**config.mk**
```make
export PLATFORM = sky130hd
export DESIGN_NAME = simd_muland_ctrl
export DESIGN_NICKNAME = d
export VERILOG_FILES = /design/src/rtl/simd_muland_ctrl_pkg.sv /design/src/rtl/simd_muland_ctrl_fifo.sv /design/src/rtl/simd_muland_ctrl.sv
export SDC_FILE = /design/constraint.sdc
export NUM_CORES = 2
export LEC_CHECK = 0
export BUFFER_PORTS_ARGS = -buffer_cell sky130_fd_sc_hd__buf_2
export CORE_ASPECT_RATIO = 1.75
export CORE_MARGIN = 2
export CORE_UTILIZATION = 50
export CTS_CLUSTER_DIAMETER = 100
export DETAILED_ROUTE_END_ITERATION = 7
export PLACE_DENSITY = 0.68
export SYNTH_ARGS = -nofsm -noshare
export SYNTH_HDL_FRONTEND = slang
export SYNTH_SLANG_ARGS = --single-unit
```
**constraint.sdc**
```tcl
create_clock -name clk_i -period 6 [get_ports clk_i]
set_clock_uncertainty 0.2 [all_clocks]
set_input_delay 0 -clock clk_i [delete_from_list [all_inputs] [get_ports clk_i]]
set_output_delay 0 -clock clk_i [all_outputs]
set_load 0.02 [all_outputs]
```
**src/rtl/simd_muland_ctrl_pkg.sv**
```systemverilog
// Shared types for the simd_muland job controller: FSM states, datapath config,
// result record and the config legality check.
package simd_muland_ctrl_pkg;

  typedef logic [63:0] prng_t;

  typedef enum logic [1:0] {
    IDLE   = 2'd0,
    RUN    = 2'd1,
    DRAIN  = 2'd2,
    SWITCH = 2'd3
  } ctrl_state_t;

  typedef struct packed {
    logic [2:0] mode;
    logic [2:0] width;
  } muland_cfg_t;

  typedef struct packed {
    logic  err;
    prng_t ps;
    prng_t sc;
  } res_t;

  localparam logic [2:0] WIDTH_32  = 3'b000;
  localparam logic [2:0] WIDTH_64  = 3'b001;
  localparam logic [2:0] WIDTH_128 = 3'b011;
  localparam logic [2:0] WIDTH_256 = 3'b111;

  function automatic logic cfg_legal(input muland_cfg_t cfg);
    logic mode_ok;
    logic width_ok;
    mode_ok  = cfg.mode inside {3'b100, 3'b010, 3'b001};
    width_ok = cfg.width inside {WIDTH_32, WIDTH_64, WIDTH_128, WIDTH_256};
    return mode_ok && width_ok;
  endfunction

endpackage

```
**src/rtl/simd_muland_ctrl_fifo.sv**
```systemverilog
// sync_fifo_fwft: single-clock first-word fall-through FIFO with full/empty flags.
// Head entry is presented on rd_data whenever empty is low.
module sync_fifo_fwft #(
  parameter int WIDTH = 8,
  parameter int DEPTH = 16
) (
  input  logic             clk,
  input  logic             rst_n,
  input  logic             wr_en,
  input  logic [WIDTH-1:0] wr_data,
  input  logic             rd_en,
  output logic [WIDTH-1:0] rd_data,
  output logic             full,
  output logic             empty
);

  localparam int AW = $clog2(DEPTH);

  logic [WIDTH-1:0] mem [DEPTH];
  logic [AW:0]      wr_ptr_q;
  logic [AW:0]      rd_ptr_q;
  logic             do_wr;
  logic             do_rd;

  assign do_wr = wr_en && !full;
  assign do_rd = rd_en && !empty;

  // NOTE: storage is deliberately not reset; the pointers alone define which entries are valid.
  always_ff @(posedge clk) begin
    if (do_wr) mem[wr_ptr_q[AW-1:0]] <= wr_data;
  end

  // NOTE: state updates use non-blocking assignments so every register samples pre-edge values.
  always_ff @(posedge clk or negedge rst_n) begin
    if (!rst_n) begin
      wr_ptr_q <= '0;
      rd_ptr_q <= '0;
    end else begin
      if (do_wr) wr_ptr_q <= wr_ptr_q + (AW+1)'(1);
      if (do_rd) rd_ptr_q <= rd_ptr_q + (AW+1)'(1);
    end
  end

  // Extra pointer MSB distinguishes full from empty when the indices coincide.
  assign rd_data = mem[rd_ptr_q[AW-1:0]];
  assign empty   = (wr_ptr_q == rd_ptr_q);
  assign full    = (wr_ptr_q[AW] != rd_ptr_q[AW]) &&
                   (wr_ptr_q[AW-1:0] == rd_ptr_q[AW-1:0]);

endmodule

```
**src/rtl/simd_muland_ctrl.sv**
```systemverilog
// simd_muland_ctrl: job scheduler and result collector around the pipelined simd_muland datapath.
// Define SIMD_MULAND_CTRL_STATS_EN to add saturating job/drain/error counters.
module simd_muland_ctrl
  import simd_muland_ctrl_pkg::*;
#(
  parameter int LAT        = 9,
  parameter int FIFO_DEPTH = 16,
  parameter int SWITCH_CYC = 2
) (
  input  logic        clk_i,
  input  logic        rst_n_i,
  input  logic        in_valid_i,
  output logic        in_ready_o,
  input  prng_t       in_x_i,
  input  prng_t       in_y_i,
  input  logic [2:0]  in_mode_i,
  input  logic [2:0]  in_width_i,
  output prng_t       dp_x_o,
  output prng_t       dp_y_o,
  output logic [2:0]  dp_mode_o,
  output logic [2:0]  dp_width_o,
  input  prng_t       dp_ps_i,
  input  prng_t       dp_sc_i,
  output logic        out_valid_o,
  input  logic        out_ready_i,
  output prng_t       out_ps_o,
  output prng_t       out_sc_o,
  output logic        out_err_o,
  output logic        busy_o,
  output logic [1:0]  state_o
`ifdef SIMD_MULAND_CTRL_STATS_EN
  ,
  input  logic        stat_clr_i,
  output logic [31:0] stat_jobs_o,
  output logic [31:0] stat_drain_cyc_o,
  output logic [15:0] stat_err_o
`endif
);

  localparam int CW  = $clog2(FIFO_DEPTH + 1);
  localparam int SCW = (SWITCH_CYC > 1) ? $clog2(SWITCH_CYC + 1) : 1;

  ctrl_state_t     state_q, state_d;
  muland_cfg_t     cfg_q;
  muland_cfg_t     in_cfg;
  logic            in_legal;
  logic            cfg_match;
  logic            cfg_load;
  logic            accept;
  logic            pop;
  logic            busy;
  logic [SCW-1:0]  sw_cnt_q;
  logic [CW-1:0]   credits_q;
  logic [CW-1:0]   inflight_q;
  logic [LAT-1:0]  tag_v_q;
  logic [LAT-1:0]  tag_e_q;
  logic            cap_v_q;
  logic            cap_e_q;
  logic            res_v_q;
  res_t            res_q;
  res_t            fifo_rd;
  logic            fifo_full;
  logic            fifo_empty;

  assign in_cfg    = '{mode: in_mode_i, width: in_width_i};
  assign in_legal  = cfg_legal(in_cfg);
  assign cfg_match = (in_cfg == cfg_q);
  assign accept    = in_valid_i && in_ready_o;
  assign pop       = out_valid_o && out_ready_i;
  assign busy      = (inflight_q != '0) || !fifo_empty;

  // NOTE: every output of this block gets a default first so no path infers a latch.
  always_comb begin
    state_d    = state_q;
    in_ready_o = 1'b0;
    cfg_load   = 1'b0;
    unique case (state_q)
      IDLE: begin
        if (in_valid_i) begin
          cfg_load = 1'b1;
          state_d  = SWITCH;
        end
      end
      SWITCH: begin
        if (sw_cnt_q == SCW'(SWITCH_CYC - 1)) state_d = RUN;
      end
      RUN: begin
        // Illegal jobs ride through with the current config and never force a switch.
        if (in_valid_i) begin
          if (!in_legal || cfg_match) in_ready_o = (credits_q != '0);
          else                        state_d    = DRAIN;
        end else begin
          in_ready_o = (credits_q != '0);
          if (!busy) state_d = IDLE;
        end
      end
      DRAIN: begin
        if (inflight_q == '0) begin
          cfg_load = in_valid_i && in_legal;
          state_d  = SWITCH;
        end
      end
      default: state_d = IDLE;
    endcase
  end

  always_ff @(posedge clk_i or negedge rst_n_i) begin
    if (!rst_n_i) begin
      state_q  <= IDLE;
      sw_cnt_q <= '0;
      cfg_q    <= '0;
      dp_x_o   <= '0;
      dp_y_o   <= '0;
    end else begin
      state_q  <= state_d;
      sw_cnt_q <= (state_q == SWITCH) ? sw_cnt_q + SCW'(1) : '0;
      if (cfg_load) cfg_q <= in_cfg;
      dp_x_o   <= (accept && in_legal) ? in_x_i : '0;
      dp_y_o   <= (accept && in_legal) ? in_y_i : '0;
    end
  end

  assign dp_mode_o  = cfg_q.mode;
  assign dp_width_o = cfg_q.width;

  // Tags line up with dp_*_i one cycle after leaving the shift register; results are
  // then registered once more before entering the FIFO.
  always_ff @(posedge clk_i or negedge rst_n_i) begin
    if (!rst_n_i) begin
      tag_v_q <= '0;
      tag_e_q <= '0;
      cap_v_q <= 1'b0;
      cap_e_q <= 1'b0;
      res_v_q <= 1'b0;
      res_q   <= '0;
    end else begin
      tag_v_q <= {tag_v_q[LAT-2:0], accept};
      tag_e_q <= {tag_e_q[LAT-2:0], accept && !in_legal};
      cap_v_q <= tag_v_q[LAT-1];
      cap_e_q <= tag_e_q[LAT-1];
      res_v_q <= cap_v_q;
      res_q   <= '{err: cap_e_q,
                   ps:  cap_e_q ? '0 : dp_ps_i,
                   sc:  cap_e_q ? '0 : dp_sc_i};
    end
  end

  // Credits count free FIFO slots not yet promised to an in-flight job.
  always_ff @(posedge clk_i or negedge rst_n_i) begin
    if (!rst_n_i) begin
      credits_q  <= CW'(FIFO_DEPTH);
      inflight_q <= '0;
    end else begin
      unique case ({accept, pop})
        2'b10:   credits_q <= credits_q - CW'(1);
        2'b01:   credits_q <= credits_q + CW'(1);
        default: ;
      endcase
      unique case ({accept, res_v_q})
        2'b10:   inflight_q <= inflight_q + CW'(1);
        2'b01:   inflight_q <= inflight_q - CW'(1);
        default: ;
      endcase
    end
  end

  always_ff @(posedge clk_i) begin
    if (rst_n_i) assert (!(res_v_q && fifo_full));
  end

  sync_fifo_fwft #(
    .WIDTH ($bits(res_t)),
    .DEPTH (FIFO_DEPTH)
  ) u_fifo (
    .clk     (clk_i),
    .rst_n   (rst_n_i),
    .wr_en   (res_v_q),
    .wr_data (res_q),
    .rd_en   (pop),
    .rd_data (fifo_rd),
    .full    (fifo_full),
    .empty   (fifo_empty)
  );

  assign out_valid_o = !fifo_empty;
  assign out_ps_o    = fifo_empty ? '0 : fifo_rd.ps;
  assign out_sc_o    = fifo_empty ? '0 : fifo_rd.sc;
  assign out_err_o   = !fifo_empty && fifo_rd.err;
  assign busy_o      = busy;
  assign state_o     = state_q;

`ifdef SIMD_MULAND_CTRL_STATS_EN
  logic [31:0] stat_jobs_q;
  logic [31:0] stat_drain_q;
  logic [15:0] stat_err_q;

  always_ff @(posedge clk_i or negedge rst_n_i) begin
    if (!rst_n_i) begin
      stat_jobs_q  <= '0;
      stat_drain_q <= '0;
      stat_err_q   <= '0;
    end else if (stat_clr_i) begin
      stat_jobs_q  <= '0;
      stat_drain_q <= '0;
      stat_err_q   <= '0;
    end else begin
      if (accept && stat_jobs_q != '1) stat_jobs_q <= stat_jobs_q + 32'd1;
      if ((state_q == DRAIN || state_q == SWITCH) && stat_drain_q != '1)
        stat_drain_q <= stat_drain_q + 32'd1;
      if (accept && !in_legal && stat_err_q != '1) stat_err_q <= stat_err_q + 16'd1;
    end
  end

  assign stat_jobs_o      = stat_jobs_q;
  assign stat_drain_cyc_o = stat_drain_q;
  assign stat_err_o       = stat_err_q;
`endif

endmodule

```
==> results.toml <==
[outcome]
status = "complete, no violations"

[cts]
cts_sinks = 2372
ctsResizeCount = 0
postCtsSetupRepairBufs = 0
cts_hold_buf = 592
cts_buffer_depth = 4
cts_tree = "yes"
insertion_delay_ns = 0.83
htree_levels = 4
cts_buffers = 208
cts-root-buf = "clkbuf_16"
cts.clk_slew.worst_paths_ns = 0.06

[sta]
tightest_slew_ns = 1.23
relSlewSlack_pct = 17.3
drv_slew = 0
rsz0062_at_grt = "false"
whs_ns = 0.0871
setup_ws_ns = 1.52
final-hold-violation-count = 0
setup_tns_ns = 0
post-route-period-util_pct = 74.7
finalSetupViolCount = 0
final.min_clock_period_ns = 4.48
max_clock_freq_mhz = 223

[floorplan]
core_area_um2 = 174000
io_pins = 534
dieWidth_um = 320
die_h_um = 557
initial_core_util_pct = 50.1
die_area_um2 = 178000
rows = 203

[placed_design]
place_inst = 6560
place_area_um2 = 93000
port_buffers = 533
hpwl_um = 122000
pre_cts_ws_ns = 2.29
gp_congestion = 0.895

[detailed_routing]
drc = 0
firstDrtPassIters = 6
routedWlPerCell_um = 29.2
num_vias = 44500
wl_um = 220000
ant_nets = 0
viasPerCell = 5.91
drtIter0Drc = 3848

[synthesis]
seq_area_frac_synth_pct = 79.8
ys.flop_type = "edfxtp_1"
synth_top_family_by_area = "multiplexers"
async_reset_ff_share_pct = 13.0
syn_area_um2 = 87400
synth.avg_cell_area_um2 = 22.3
synth_area_leaders = "edfxtp_1 (71%), mux4_2 (13%), dfrtp_1 (8.8%)"
yosysUniqueCellTypes = 47
yosysTopAreaCell = "edfxtp_1"
yosys.area_share.xor_xnor_pct = 0.291
syn_inst = 3909
synthAdderAreaFrac_pct = 0.246
ys_warn_count = 0
ys_top_cells_by_count = "edfxtp_1 (2064), mux4_2 (516), dfrtp_1 (307)"
synth_most_common_cell = "edfxtp_1"
synth-simple-area-share_pct = 3.01
synthMuxAreaShare_pct = 13.4
synth_edf_count = 2064
synth_fp_nets = 4191
synth_top_cell_area_share_pct = 71.0
ys_ff_latch = 2372
synth_compound_area_share_pct = 2.01

[global_routing]
antenna_found_initial = 6
grt_usage_pct = 24.7
grt_pass1_wl_um = 322000
grt_max_degree = 145
grt_pass1_vias = 47700
gr-total-overflow = 0

[power]
total_leakage_power_nw = 36.7
p_per_area_nw_per_um2 = 470
ir_drop_mv = 0.780
power_mw = 49.7

[job]
drv_cap = 0

[cells_and_area]
seqCellArea_um2 = 69700
fillCellCount = 12000
layout-drive-gt1-share_pct = 28.0
utilization_pct = 60.7
final_area_um2 = 106000
fin_cells = 7531
multi_input_area_um2 = 16700
fin_nets = 5389
area_delta_synth_final_pct = 21.1

[min_path]
hold_path.class = "input pin to register"

[setup_path]
cp-end-kind = "primary output"
critPathKind = "register to primary output"
critPathLaunchType = "register"
cp.arrival_ns = 4.28
cp_max_fo = 47
required_ns = 5.80
-- layout make-up --
| cell class | instances | area share (%) |
|---|---|---|
| well taps | 2255 | 2.67 |
| inverters | 12 | 0.0426 |
| repair buffers | 1209 | 9.16 |
| multi-input cells | 1304 | 15.8 |
| diodes | 3 | 0.00710 |
| clock inverters | 85 | 0.954 |
| flip-flops and latches | 2372 | 65.9 |
| clock buffers | 291 | 5.49 |
-- power breakdown --
part           switching [mW]  internal (mW)
Sequential               1.30           20.2
Clock                    5.85           7.64
Combinational            9.00           5.80
-- final timing paths --
check / start / to / slack, ns / cells after the start
worst max-delay path: u_fifo.rd_ptr_q[2] / out_sc_o[18] / 1.52 / 5
worst min-delay path: in_mode_i[1] / tag_e_q[0] / 0.09 / 5
worst max register to register: dp_width_o[0] / inflight_q[4] / 2.24 / 12
worst min register to register: tag_v_q[2] / tag_v_q[3] / 0.15 / 0
max in group asynchronous: rst_n_i / u_fifo.rd_ptr_q[2] / 4.44 / 4
min in group asynchronous: rst_n_i / credits_q[4] / 0.18 / 3
-- kinds of logic (layout without fill, tap and decap cells) --
| kind of cell | after synthesis | count (layout) |
|---|---|---|
| other | 0 | 3 |
| XOR/XNOR | 29 | 29 |
| AO/OA/AOI/OAI | 283 | 283 |
| flip-flops | 2372 | 2372 |
| AND/OR/NAND/NOR | 451 | 451 |
| multiplexers | 525 | 525 |
| buffers and inverters | 233 | 1597 |
| adder cells (fa/ha/maj) | 16 | 16 |
-- sequential cells by signal (all words and copies together) (netlist names), 2 cells and up --
| signal | count |
|---|---|
| res_q | 129 |
| dp_y_o | 64 |
| tag_e_q | 9 |
| u_fifo.wr_ptr_q | 5 |
| dp_x_o | 64 |
| state_o | 2 |
| credits_q | 5 |
| inflight_q | 5 |
| dp_width_o | 3 |
| sw_cnt_q | 2 |
| tag_v_q | 9 |
| dp_mode_o | 3 |
| u_fifo.rd_ptr_q | 5 |
| u_fifo.mem | 2064 |
-- placed cells by master (no fill, tap or decap), types with 13 or more instances in the layout --
cell,n
ha_1,14
bufinv_16,20
edfxtp_1,2064
clkinvlp_4,13
clkinv_1,15
and3_4,16
clkbuf_8,23
xnor2_1,13
clkinv_2,25
o22ai_1,258
buf_4,49
buf_2,532
xor2_1,16
clkbuf_16,211
buf_12,35
nor3_1,133
clkbuf_1,57
nor2b_1,132
dfrtp_1,303
dlygate4sd3_1,591
and2_1,130
mux4_2,516
-- per-layer routing --
metal  vias to the layer above  track usage (%)  part of all wire [%]
met1                     23700             30.5                    37
met3                       374             4.04                   6.5
met2                      1895             44.1                    53
met4                         4             9.04                   3.9
li1                      18500                -                     -
met5                         -                0                 0.011
-- worst max-delay path, stage by stage, from the launching register on --
cell and delay [ns]:
dfrtp_4 0.73, nand2_4 0.78, buf_4 0.50, o22ai_1 0.15
nor3_1 0.92, buf_2 0.33
Note: power is estimated with default switching activity, not from simulation.
